### config.mk
export PLATFORM = sky130hd
export DESIGN_NAME = jc_decoder_flat
export DESIGN_NICKNAME = d
export VERILOG_FILES = /design/src/rtl/jc_pkg.sv /design/src/rtl/jc_decoder_if.sv /design/src/rtl/jc_code_classify.sv /design/src/rtl/jc_decoder.sv /design/src/flat_wrapper.sv
export SDC_FILE = /design/constraint.sdc
export NUM_CORES = 1
export LEC_CHECK = 0
export ABC_AREA = 1
export BUFFER_PORTS_ARGS = -buffer_cell sky130_fd_sc_hd__buf_2
export CELL_PAD_IN_SITES_DETAIL_PLACEMENT = 1
export CELL_PAD_IN_SITES_GLOBAL_PLACEMENT = 2
export CORE_MARGIN = 2
export CORE_UTILIZATION = 30
export DETAILED_ROUTE_END_ITERATION = 10
export HOLD_SLACK_MARGIN = 0.03
export PLACE_DENSITY_LB_ADDON = 0.1
export SETUP_SLACK_MARGIN = 0.15
export SLEW_MARGIN = 20
export SYNTH_ARGS = -nofsm -noshare
export SYNTH_HDL_FRONTEND = slang
export SYNTH_SLANG_ARGS = --single-unit
### constraint.sdc
create_clock -name clk -period 2.34 [get_ports clk]
set_input_delay 0.234 -clock clk [delete_from_list [all_inputs] [get_ports clk]]
set_output_delay 0.234 -clock clk [all_outputs]
set_load 0.005 [all_outputs]
### src/rtl/jc_pkg.sv
// Shared Johnson-code definitions: FSM states, index width, legality and decode.
// Pure declarations and functions; no timing of its own.
// No flow control; reused by the decoder and by generator-side assertions.
package jc_pkg;

  // Widest code the helper functions accept; callers zero-extend into this.
  localparam int JC_MAX_W = 32;

  // One-hot receive states.
  typedef enum logic [2:0] {
    HUNT   = 3'b001,
    CHECK  = 3'b010,
    LOCKED = 3'b100
  } jc_state_e;

  // Bits needed to hold an index 0..2*width-1.
  function automatic int jc_idx_w(input int width);
    return $clog2(2 * width);
  endfunction

  // A Johnson code has at most one boundary between its run of ones and zeros.
  function automatic logic jc_legal(input logic [JC_MAX_W-1:0] code, input int width);
    int trans;
    trans = 0;
    for (int i = 0; i < JC_MAX_W - 1; i++) begin
      if ((i < width - 1) && (code[i] ^ code[i+1])) trans++;
    end
    return (trans <= 1);
  endfunction

  // Ones filling from the MSB count up; ones draining from the MSB count on past width.
  function automatic int jc_decode(input logic [JC_MAX_W-1:0] code, input int width);
    int p;
    p = 0;
    for (int i = 0; i < JC_MAX_W; i++) begin
      if ((i < width) && code[i]) p++;
    end
    if (code[width-1]) return p;
    return (2 * width - p) % (2 * width);
  endfunction

endpackage

### src/rtl/jc_decoder_if.sv
// Bundle between a Johnson-code source and the decoder; dir exists only with JC_DEC_BIDIR_EN.
// No logic; decoder outputs are registered one cycle after the jc_valid sample.
// No backpressure: jc_valid is a strobe and the decoder accepts every sample.
interface jc_decoder_if #(
  parameter int WIDTH     = 4,
  parameter int ERR_CNT_W = 8
);
  localparam int IW = jc_pkg::jc_idx_w(WIDTH);

  logic [WIDTH-1:0]     jc_in;
  logic                 jc_valid;
  logic [IW-1:0]        cnt;
  logic                 cnt_valid;
  logic                 code_err;
  logic                 seq_err;
  logic                 locked;
  logic [ERR_CNT_W-1:0] err_cnt;
`ifdef JC_DEC_BIDIR_EN
  logic                 dir;
`endif

  modport master (
    output jc_in, jc_valid,
    input  cnt, cnt_valid, code_err, seq_err, locked, err_cnt
`ifdef JC_DEC_BIDIR_EN
    , input dir
`endif
  );

  modport slave (
    input  jc_in, jc_valid,
    output cnt, cnt_valid, code_err, seq_err, locked, err_cnt
`ifdef JC_DEC_BIDIR_EN
    , output dir
`endif
  );

endinterface

### src/rtl/jc_code_classify.sv
// Classifies one Johnson code sample as legal/illegal and decodes its index.
// Purely combinational, zero cycles.
// No flow control; evaluated every cycle regardless of jc_valid.
module jc_code_classify
  import jc_pkg::*;
#(
  parameter int WIDTH = 4,
  parameter int IW    = jc_idx_w(WIDTH)
) (
  input  logic [WIDTH-1:0] code_i,
  output logic             legal_o,
  output logic [IW-1:0]    idx_o
);

  logic [JC_MAX_W-1:0] code_ext;

  assign code_ext = JC_MAX_W'(code_i);
  assign legal_o  = jc_legal(code_ext, WIDTH);
  assign idx_o    = IW'(jc_decode(code_ext, WIDTH));

endmodule

### src/rtl/jc_decoder.sv
// Johnson-code receive checker: decode, error flags, hunt/lock FSM (JC_DEC_BIDIR_EN adds dir).
// All outputs registered, one cycle after the jc_valid sample.
// No backpressure: every strobed sample is consumed; idle cycles freeze all state.
module jc_decoder
  import jc_pkg::*;
#(
  parameter int WIDTH       = 4,
  parameter int LOCK_CNT    = 4,
  parameter int UNLOCK_ERRS = 2,
  parameter int ERR_CNT_W   = 8
) (
  input  logic        clk,
  input  logic        rst_n,
  jc_decoder_if.slave bus
);

  localparam int N  = 2 * WIDTH;
  localparam int IW = jc_idx_w(WIDTH);
  localparam int RW = $clog2(LOCK_CNT + 1);
  localparam int MW = $clog2(UNLOCK_ERRS + 1);

  jc_state_e            state_q, state_d;
  logic [IW-1:0]        prev_q, prev_d;
  logic [RW-1:0]        run_q, run_d;
  logic [MW-1:0]        miss_q, miss_d;
  logic [IW-1:0]        cnt_q;
  logic                 cnt_valid_q, code_err_q, seq_err_q, seq_err_d;
  logic [ERR_CNT_W-1:0] err_cnt_q;

  logic                 legal;
  logic [IW-1:0]        idx;
  logic [IW-1:0]        exp_up;
  logic                 is_up, in_seq, take_err;

  jc_code_classify #(.WIDTH(WIDTH), .IW(IW)) u_classify (
    .code_i  (bus.jc_in),
    .legal_o (legal),
    .idx_o   (idx)
  );

  assign exp_up = (prev_q == IW'(N - 1)) ? '0 : prev_q + 1'b1;
  assign is_up  = (idx == exp_up);

`ifdef JC_DEC_BIDIR_EN
  logic [IW-1:0] exp_dn;
  logic          is_dn;
  logic          dir_q, dir_d;

  assign exp_dn = (prev_q == '0) ? IW'(N - 1) : prev_q - 1'b1;
  assign is_dn  = (idx == exp_dn);
  assign in_seq = legal && (is_up || is_dn);

  // Direction follows the last in-sequence step once a seed exists.
  always_comb begin
    dir_d = dir_q;
    if (bus.jc_valid && legal && (state_q != HUNT)) begin
      if (is_dn)      dir_d = 1'b1;
      else if (is_up) dir_d = 1'b0;
    end
  end

  // Direction register.
  always_ff @(posedge clk or negedge rst_n) begin
    if (!rst_n) dir_q <= 1'b0;
    else        dir_q <= dir_d;
  end

  assign bus.dir = dir_q;
`else
  assign in_seq = legal && is_up;
`endif

  // Hunt/lock next state; LOCKED flywheels over illegal codes using the expected index.
  always_comb begin
    state_d   = state_q;
    prev_d    = prev_q;
    run_d     = run_q;
    miss_d    = miss_q;
    seq_err_d = 1'b0;
    if (bus.jc_valid) begin
      unique case (state_q)
        HUNT: begin
          if (legal) begin
            prev_d  = idx;
            run_d   = RW'(1);
            state_d = CHECK;
          end
        end
        CHECK: begin
          if (!legal) begin
            state_d = HUNT;
          end else if (in_seq) begin
            prev_d = idx;
            run_d  = run_q + 1'b1;
            if (run_d >= RW'(LOCK_CNT)) begin
              state_d = LOCKED;
              miss_d  = '0;
            end
          end else begin
            prev_d = idx;
            run_d  = RW'(1);
          end
        end
        LOCKED: begin
          if (in_seq) begin
            prev_d = idx;
            miss_d = '0;
          end else begin
            if (legal) begin
              seq_err_d = 1'b1;
              prev_d    = idx;
            end else begin
              prev_d = exp_up;
            end
            miss_d = miss_q + 1'b1;
            if (miss_d >= MW'(UNLOCK_ERRS)) begin
              state_d = HUNT;
              run_d   = '0;
            end
          end
        end
        default: state_d = HUNT;
      endcase
    end
  end

  // FSM and tracking registers.
  always_ff @(posedge clk or negedge rst_n) begin
    if (!rst_n) begin
      state_q <= HUNT;
      prev_q  <= '0;
      run_q   <= '0;
      miss_q  <= '0;
    end else begin
      state_q <= state_d;
      prev_q  <= prev_d;
      run_q   <= run_d;
      miss_q  <= miss_d;
    end
  end

  assign take_err = (bus.jc_valid && !legal) || seq_err_d;

  // Registered decode result, pulses and saturating error count.
  always_ff @(posedge clk or negedge rst_n) begin
    if (!rst_n) begin
      cnt_q       <= '0;
      cnt_valid_q <= 1'b0;
      code_err_q  <= 1'b0;
      seq_err_q   <= 1'b0;
      err_cnt_q   <= '0;
    end else begin
      cnt_valid_q <= bus.jc_valid && legal;
      code_err_q  <= bus.jc_valid && !legal;
      seq_err_q   <= seq_err_d;
      if (bus.jc_valid && legal) cnt_q <= idx;
      if (take_err && (err_cnt_q != {ERR_CNT_W{1'b1}})) err_cnt_q <= err_cnt_q + 1'b1;
    end
  end

  assign bus.cnt       = cnt_q;
  assign bus.cnt_valid = cnt_valid_q;
  assign bus.code_err  = code_err_q;
  assign bus.seq_err   = seq_err_q;
  assign bus.locked    = (state_q == LOCKED);
  assign bus.err_cnt   = err_cnt_q;

endmodule

### src/flat_wrapper.sv
// flat-port wrapper written by rule: the top's interface ports become plain ports
module jc_decoder_flat import jc_pkg::*;
#(
  parameter int WIDTH       = 4,
  parameter int LOCK_CNT    = 4,
  parameter int UNLOCK_ERRS = 2,
  parameter int ERR_CNT_W   = 8
)
  (clk, rst_n, bus_jc_in, bus_jc_valid, bus_cnt, bus_cnt_valid, bus_code_err, bus_seq_err, bus_locked, bus_err_cnt);
  jc_decoder_if #(.WIDTH(WIDTH), .ERR_CNT_W(ERR_CNT_W)) bus_i ();
  input  logic clk;
  input  logic rst_n;
  input wire logic [$bits(bus_i.jc_in)-1:0] bus_jc_in;
  input wire logic [$bits(bus_i.jc_valid)-1:0] bus_jc_valid;
  output wire logic [$bits(bus_i.cnt)-1:0] bus_cnt;
  output wire logic [$bits(bus_i.cnt_valid)-1:0] bus_cnt_valid;
  output wire logic [$bits(bus_i.code_err)-1:0] bus_code_err;
  output wire logic [$bits(bus_i.seq_err)-1:0] bus_seq_err;
  output wire logic [$bits(bus_i.locked)-1:0] bus_locked;
  output wire logic [$bits(bus_i.err_cnt)-1:0] bus_err_cnt;
  assign bus_i.jc_in = bus_jc_in;
  assign bus_i.jc_valid = bus_jc_valid;
  assign bus_cnt = bus_i.cnt;
  assign bus_cnt_valid = bus_i.cnt_valid;
  assign bus_code_err = bus_i.code_err;
  assign bus_seq_err = bus_i.seq_err;
  assign bus_locked = bus_i.locked;
  assign bus_err_cnt = bus_i.err_cnt;
  jc_decoder #(.WIDTH(WIDTH), .LOCK_CNT(LOCK_CNT), .UNLOCK_ERRS(UNLOCK_ERRS), .ERR_CNT_W(ERR_CNT_W)) u_core (.clk(clk), .rst_n(rst_n), .bus(bus_i));
endmodule
### Word level (Yosys, flattened, before mapping)

Index checks and enable logic that the tools add are counted.
Widths: inputs -> output; s select.

* register bits: 25
* input bits: 7
* word-level logic and storage cells: 91

* add/sub/neg operators: 10
* magnitude comparators: 3
* equal/unequal tests: 15
* multiplexer cells: 37
* bitwise gates (word level): 3
* reductions and logical operators: 14

Operators with widths (count)
* $mux 32: 2
* $mux 3: 20
* $add 32x2->32 const B: 1
* $le 32x2->1 const B: 1
* $pmux 3 s3: 2
* $ne 2x1->1 const B: 6
* $reduce_and 6->1: 2
* $add 8x1->8 const B: 1
* $mux 2: 4
* $ne 8x8->1 const B: 1
* $mux 1: 7
* $add 3x1->3 const B: 2
* $add 3x2->3 const B: 2
* $eq 3x3->1 const B: 2
* $ne 3x3->1 const B: 2
* $pmux 3 s2: 1
* $reduce_and 5->1: 1
* $add 1x1->2 const B: 2
* $logic_and 1x1->1: 4
* $pmux 2 s2: 1
* $reduce_bool 2->1: 2
* $eq 3x1->1 const B: 1
* $eq 3x2->1 const B: 1
* $eq 3x3->1: 1
* 11 further kinds: 13

### Longest topological paths before layout

* word-level depth: 16
* mapped depth: 24

### Hierarchy

A second synthesis with hierarchy kept.

* cell total of the unflattened synthesis: 247
* area total of the unflattened synthesis: 1803.0 um^2

Modules (own cells, without submodules)
* jc_decoder: instances 1, cells each 206, area an instance 1557.7 um^2
* jc_code_classify: instances 1, cells each 41, area an instance 245.2 um^2

### Worst setup path before layout

No wires, ideal clock.

* kind: in2reg
* from: input port bus_jc_in[0]
* to: register u_core.err_cnt_q[5], in the netlist u_core.bus.err_cnt[5]
* library setup time: 0.122 ns
* data arrival time: 2.609 ns
* data required time: 2.218 ns
* slack: -0.391 ns
* stages: 21
* buffers on the path: 1
* cells stage by stage: inv_1 ha_1 inv_1 nand2_1 nand2_1 inv_1 ha_1 inv_1 nand2_1 o21ai_0 ha_1 or2_4 nand3_1 nand2_2 nand3_4 nor2_8 o22ai_4 nand2_2 buf_6 nand2_1 o21ai_2

* word-level cells in the longest chain between the ends: 16
* elaborated cells between the ends (all ways): 27
* those cells by class: add/sub: 6; order compare: 1; eq/ne: 1; mux: 13; bitwise: 1; reduce/logical: 5

Ends and longest elaborated chain
* start: declaration: line flat_wrapper.sv:13 `input wire logic [$bits(bus_i.jc_in)-1:0] bus_jc_in;`
* parallel branches: the longest is 14 deep, another holds $add 32x2->32
* $logic_or 1x1->1 (*): line jc_decoder.sv:142 `assign take_err = (bus.jc_valid && !legal) || seq_err_d;`
* $logic_and 1x1->1 (*): line jc_decoder.sv:157 `if (take_err && (err_cnt_q != {ERR_CNT_W{1'b1}})) err_cnt_q <= err_cnt_q + 1'b1;`
* end signal: assignment: line jc_decoder.sv:157
* end: declaration: line jc_decoder.sv:28 `logic [ERR_CNT_W-1:0] err_cnt_q;`

Mark *: on every way between the ends.
A chain may end at the register's enable or synchronous reset.

### Worst setup path in the final report

* from: input port bus_jc_in[1]
* to: register u_core.err_cnt_q[0], in the netlist u_core.bus.err_cnt[0]

* word-level cells in the longest chain between the ends: 14
* elaborated cells between the ends (all ways): 26
* those cells by class: add/sub: 5; order compare: 1; eq/ne: 1; mux: 12; bitwise: 2; reduce/logical: 5

Ends and longest elaborated chain (line)
* parallel branches: the longest is 12 deep, another holds $add 32x2->32
* $logic_or 1x1->1 (*): jc_decoder.sv:142
* $logic_and 1x1->1 (*): jc_decoder.sv:157

Marked as above.

==> summary.md <==
| Metric | Value |
|---|---|
| # port buffers | `21` |
| Most common cell in the netlist | `nand2_1` |
| Hold Path Class | `in2reg` |
| Setup CP Type | `in2reg` |
| Run status | `complete, but fails checks` |
| Area delta synth->final | `33.4%` |
| Tot GR Track Use | `15.7%` |
| Final Hold Viols | `0` |
| Max Clock Freq | `415 MHz` |
| Syn_area_per_cell | `8.02 sq um` |
| RD Place Congestion | `0.854` |
| RSZ-0062 raised after global routing | `yes` |
| Syn Inst Count | `211` |
| Vias | `1534` |
| Req. time, crit path | `2.50 ns` |
| Drt initial violations | `60` |
| Pin count of the biggest net entering global routing | `26` |
| Max_cap viols | `0` |
| Antenna violations before repair | `0` |
| Clock transition at path regs | `0.09 ns` |
| Failing checks | `negative setup slack` |
| Grt ovf | `0` |
| Fill cells | `664` |
| Largest area contributor in the synthesized netlist | `dfrtp_1` |
| DIE AREA | `6260 sq um` |
| Slew @ Worst Pin | `0.650 ns` |
| Final design utilization | `41.2%` |
| Peak supply drop | `0.294 mV` |
| Setup Skew | `0.00343 ns` |
| Main flop type after synthesis | `dfrtp_1` |
| Final WS setup | `-0.0715 ns` |
| Number of remaining DRC errors | `0` |
| Pre-antenna DRT Iters | `4` |
| Pleak | `1.14 nW` |
| EDFF count, synth | `0` |
| Syn nets | `228` |
| Fin cells | `329` |
| Synth Warn # | `0` |
| CP Capture Type | `flip-flop` |
| CTS Buffer Depth | `2` |
| Critical path data arrival time | `2.57 ns` |
| Reg area | `627 sq um` |
| Vias in the first global route | `1632` |
| # IOs | `22` |
| Via-to-Cell Ratio | `4.66` |
| Layout Nets | `275` |
| Die H | `79.1 um` |
| HPWL Detailed | `3340 um` |
| Synthesized flop and latch total | `25` |
| CP Launch Type | `input pin` |
| Clock Latency Late Sink | `0.27 ns` |
| Ys async rst share | `100%` |
| First-pass GRT wire length | `7800 um` |
| Num rows | `27` |
| Total Power | `1.81 mW` |
| Avg WL per Cell | `13.3 um` |
| Min Tclk post-route | `2.41 ns` |
| Overall routed net length | `4370 um` |
| Max Fanout on Critical Path | `5` |
| Initial Utilization | `30.9%` |
| Part of the Yosys area used for sequential elements | `37.1%` |
| Die Span X | `79.1 um` |
| Final period util | `103%` |
| Total core area | `5470 sq um` |
| Area of the multi-input gates | `1080 sq um` |
| Setup_tns | `-0.648 ns` |
| Cells after DPL | `318` |
| Synth unique cells | `28` |
| Synthesized area | `1690 sq um` |
| Cts bufs inserted | `3` |
| Post-synth top cells | `60 x nand2_1, 24 x dfrtp_1, 20 x inv_1, 19 x nand3_1, 12 x nor2_1` |
| H-tree Lvls | `1` |
| Max-slew headroom | `56.3%` |
| Slew Viols, Final | `0` |
| Cell area power density | `801 nW/um^2` |
| Placement Setup Slack | `-0.611 ns` |
| Layout cell share with drive strength beyond 1 | `40.5%` |
| ANT nets after route | `0` |
| Synth area leaders | `dfrtp_1 36%, nand2_1 13%, ha_1 7.4%` |
| Setup violators final | `15` |
| CTS tree | `done` |
| Clk sinks | `25` |
| Clock root cell | `clkbuf_8` |
| Number of diodes | `0` |
| Top cell type's share of synthesized area | `35.5%` |
==> worst paths after layout <==
check / startpoint / to / slack, ns / cells past startpoint
setup reg to reg: u_core.prev_q[0]$_DFFE_PN0P_ / u_core.bus.err_cnt[0]$_DFFE_PN0P_ / 0.38 / 11
max in group asynchronous: rst_n / u_core.bus.code_err$_DFF_PN0_ / 1.46 / 2
min in group asynchronous: rst_n / u_core.bus.err_cnt[6]$_DFFE_PN0P_ / 0.49 / 2
setup / recovery: bus_jc_in[1] / u_core.bus.err_cnt[0]$_DFFE_PN0P_ / -0.07 / 21
hold reg to reg: u_core.bus.cnt[2]$_DFFE_PN0P_ / u_core.bus.cnt[2]$_DFFE_PN0P_ / 0.48 / 2
hold / removal: bus_jc_valid / u_core.bus.code_err$_DFF_PN0_ / 0.35 / 3
==> cells by family after synthesis <==
logic type,after synthesis,share of synthesized area [%]
and+or+nand+nor,118,35.4
buffers and inverters,26,6.66
DFF,25,37.1
AOI/OAI and AO/OA,24,9.32
adders and majority gates,10,7.40
xor gates and xnor gates,8,4.14
==> critical path, stage by stage <==
cell	delay (ns)
buf_12	0.09
inv_12	0.03
ha_4	0.27
nand2_2	0.06
nand2_2	0.07
inv_2	0.04
ha_4	0.25
inv_2	0.03
nand2_2	0.06
o21ai_2	0.06
ha_1	0.28
or2_4	0.25
nand2_4	0.06
nand2_2	0.05
nand2_2	0.07
nand3_4	0.10
nor2_8	0.15
o22ai_4	0.12
buf_6	0.16
nand3b_1	0.08
nand2_1	0.06
==> cell type report <==
class                      instances  area share [%]
clock buffer                       3            1.83
clock inverter                     1           0.222
inverter                          24            4.77
multi-input combinational        161            47.9
sequential                        25            27.8
tap                               72            3.99
timing repair buffer              43            13.5
==> power by group <==
group | switching [mW] | internal (mW)
Clock | 0.148 | 0.119
Sequential | 0.114 | 0.543
Combinational | 0.504 | 0.380
==> routing by layer <==
layer  routed length (um)  track usage, %
met1                 2000            19.5
met2                 2230            28.6
met3                   71            1.82
met4                   69            4.31
met5                    0               0
==> flip-flops by register name (all words and copies together) (netlist names) <==
signal / count
u_core.bus.err_cnt: 8
u_core.bus.cnt: 3
u_core.prev_q: 3
u_core.run_q: 3
u_core.state_q: 3
u_core.miss_q: 2
u_core.bus.cnt_valid: 1
u_core.bus.code_err: 1
u_core.bus.seq_err: 1
==> metrics by stage <==
step | hold WS (ns) | area [sq um]
detailed placement | 0.278 | 2040
global route | 0.391 | 2260
CTS | 0.344 | 2210
floorplan | -0.0616 | 1740
global placement | 0.258 | 2040
finish | 0.348 | 2260
==> cells in the final DEF, fill, tap and decap left out, types with 2 or more instances in the layout <==
| cell type | n |
|---|---|
| a21oi_1 | 2 |
| buf_2 | 19 |
| buf_4 | 19 |
| buf_6 | 2 |
| clkbuf_8 | 3 |
| dfrtp_1 | 24 |
| ha_1 | 8 |
| ha_4 | 2 |
| inv_1 | 15 |
| inv_2 | 7 |
| nand2_1 | 48 |
| nand2_2 | 17 |
| nand2_4 | 9 |
| nand3_1 | 14 |
| nand3_2 | 6 |
| nand3_4 | 2 |
| nand3b_1 | 2 |
| nand4_1 | 3 |
| nor2_1 | 12 |
| nor3_1 | 2 |
| o21ai_0 | 5 |
| o21ai_1 | 9 |
| o21ai_2 | 6 |
| xnor2_1 | 4 |
| xor2_1 | 4 |
==> what timing repair did <==
item | 4_1_cts | 5_1_grt
pin swaps | 16 | 2
setup buffers | 3 | 2
gates cloned | 1 | 0
setup endpoints to repair | 17 | 17
endpoints found under the hold margin | 24 | 0
gates resized for setup | 23 | 7
hold buffers | 1 | 0
(Power assumes the default switching activity.)
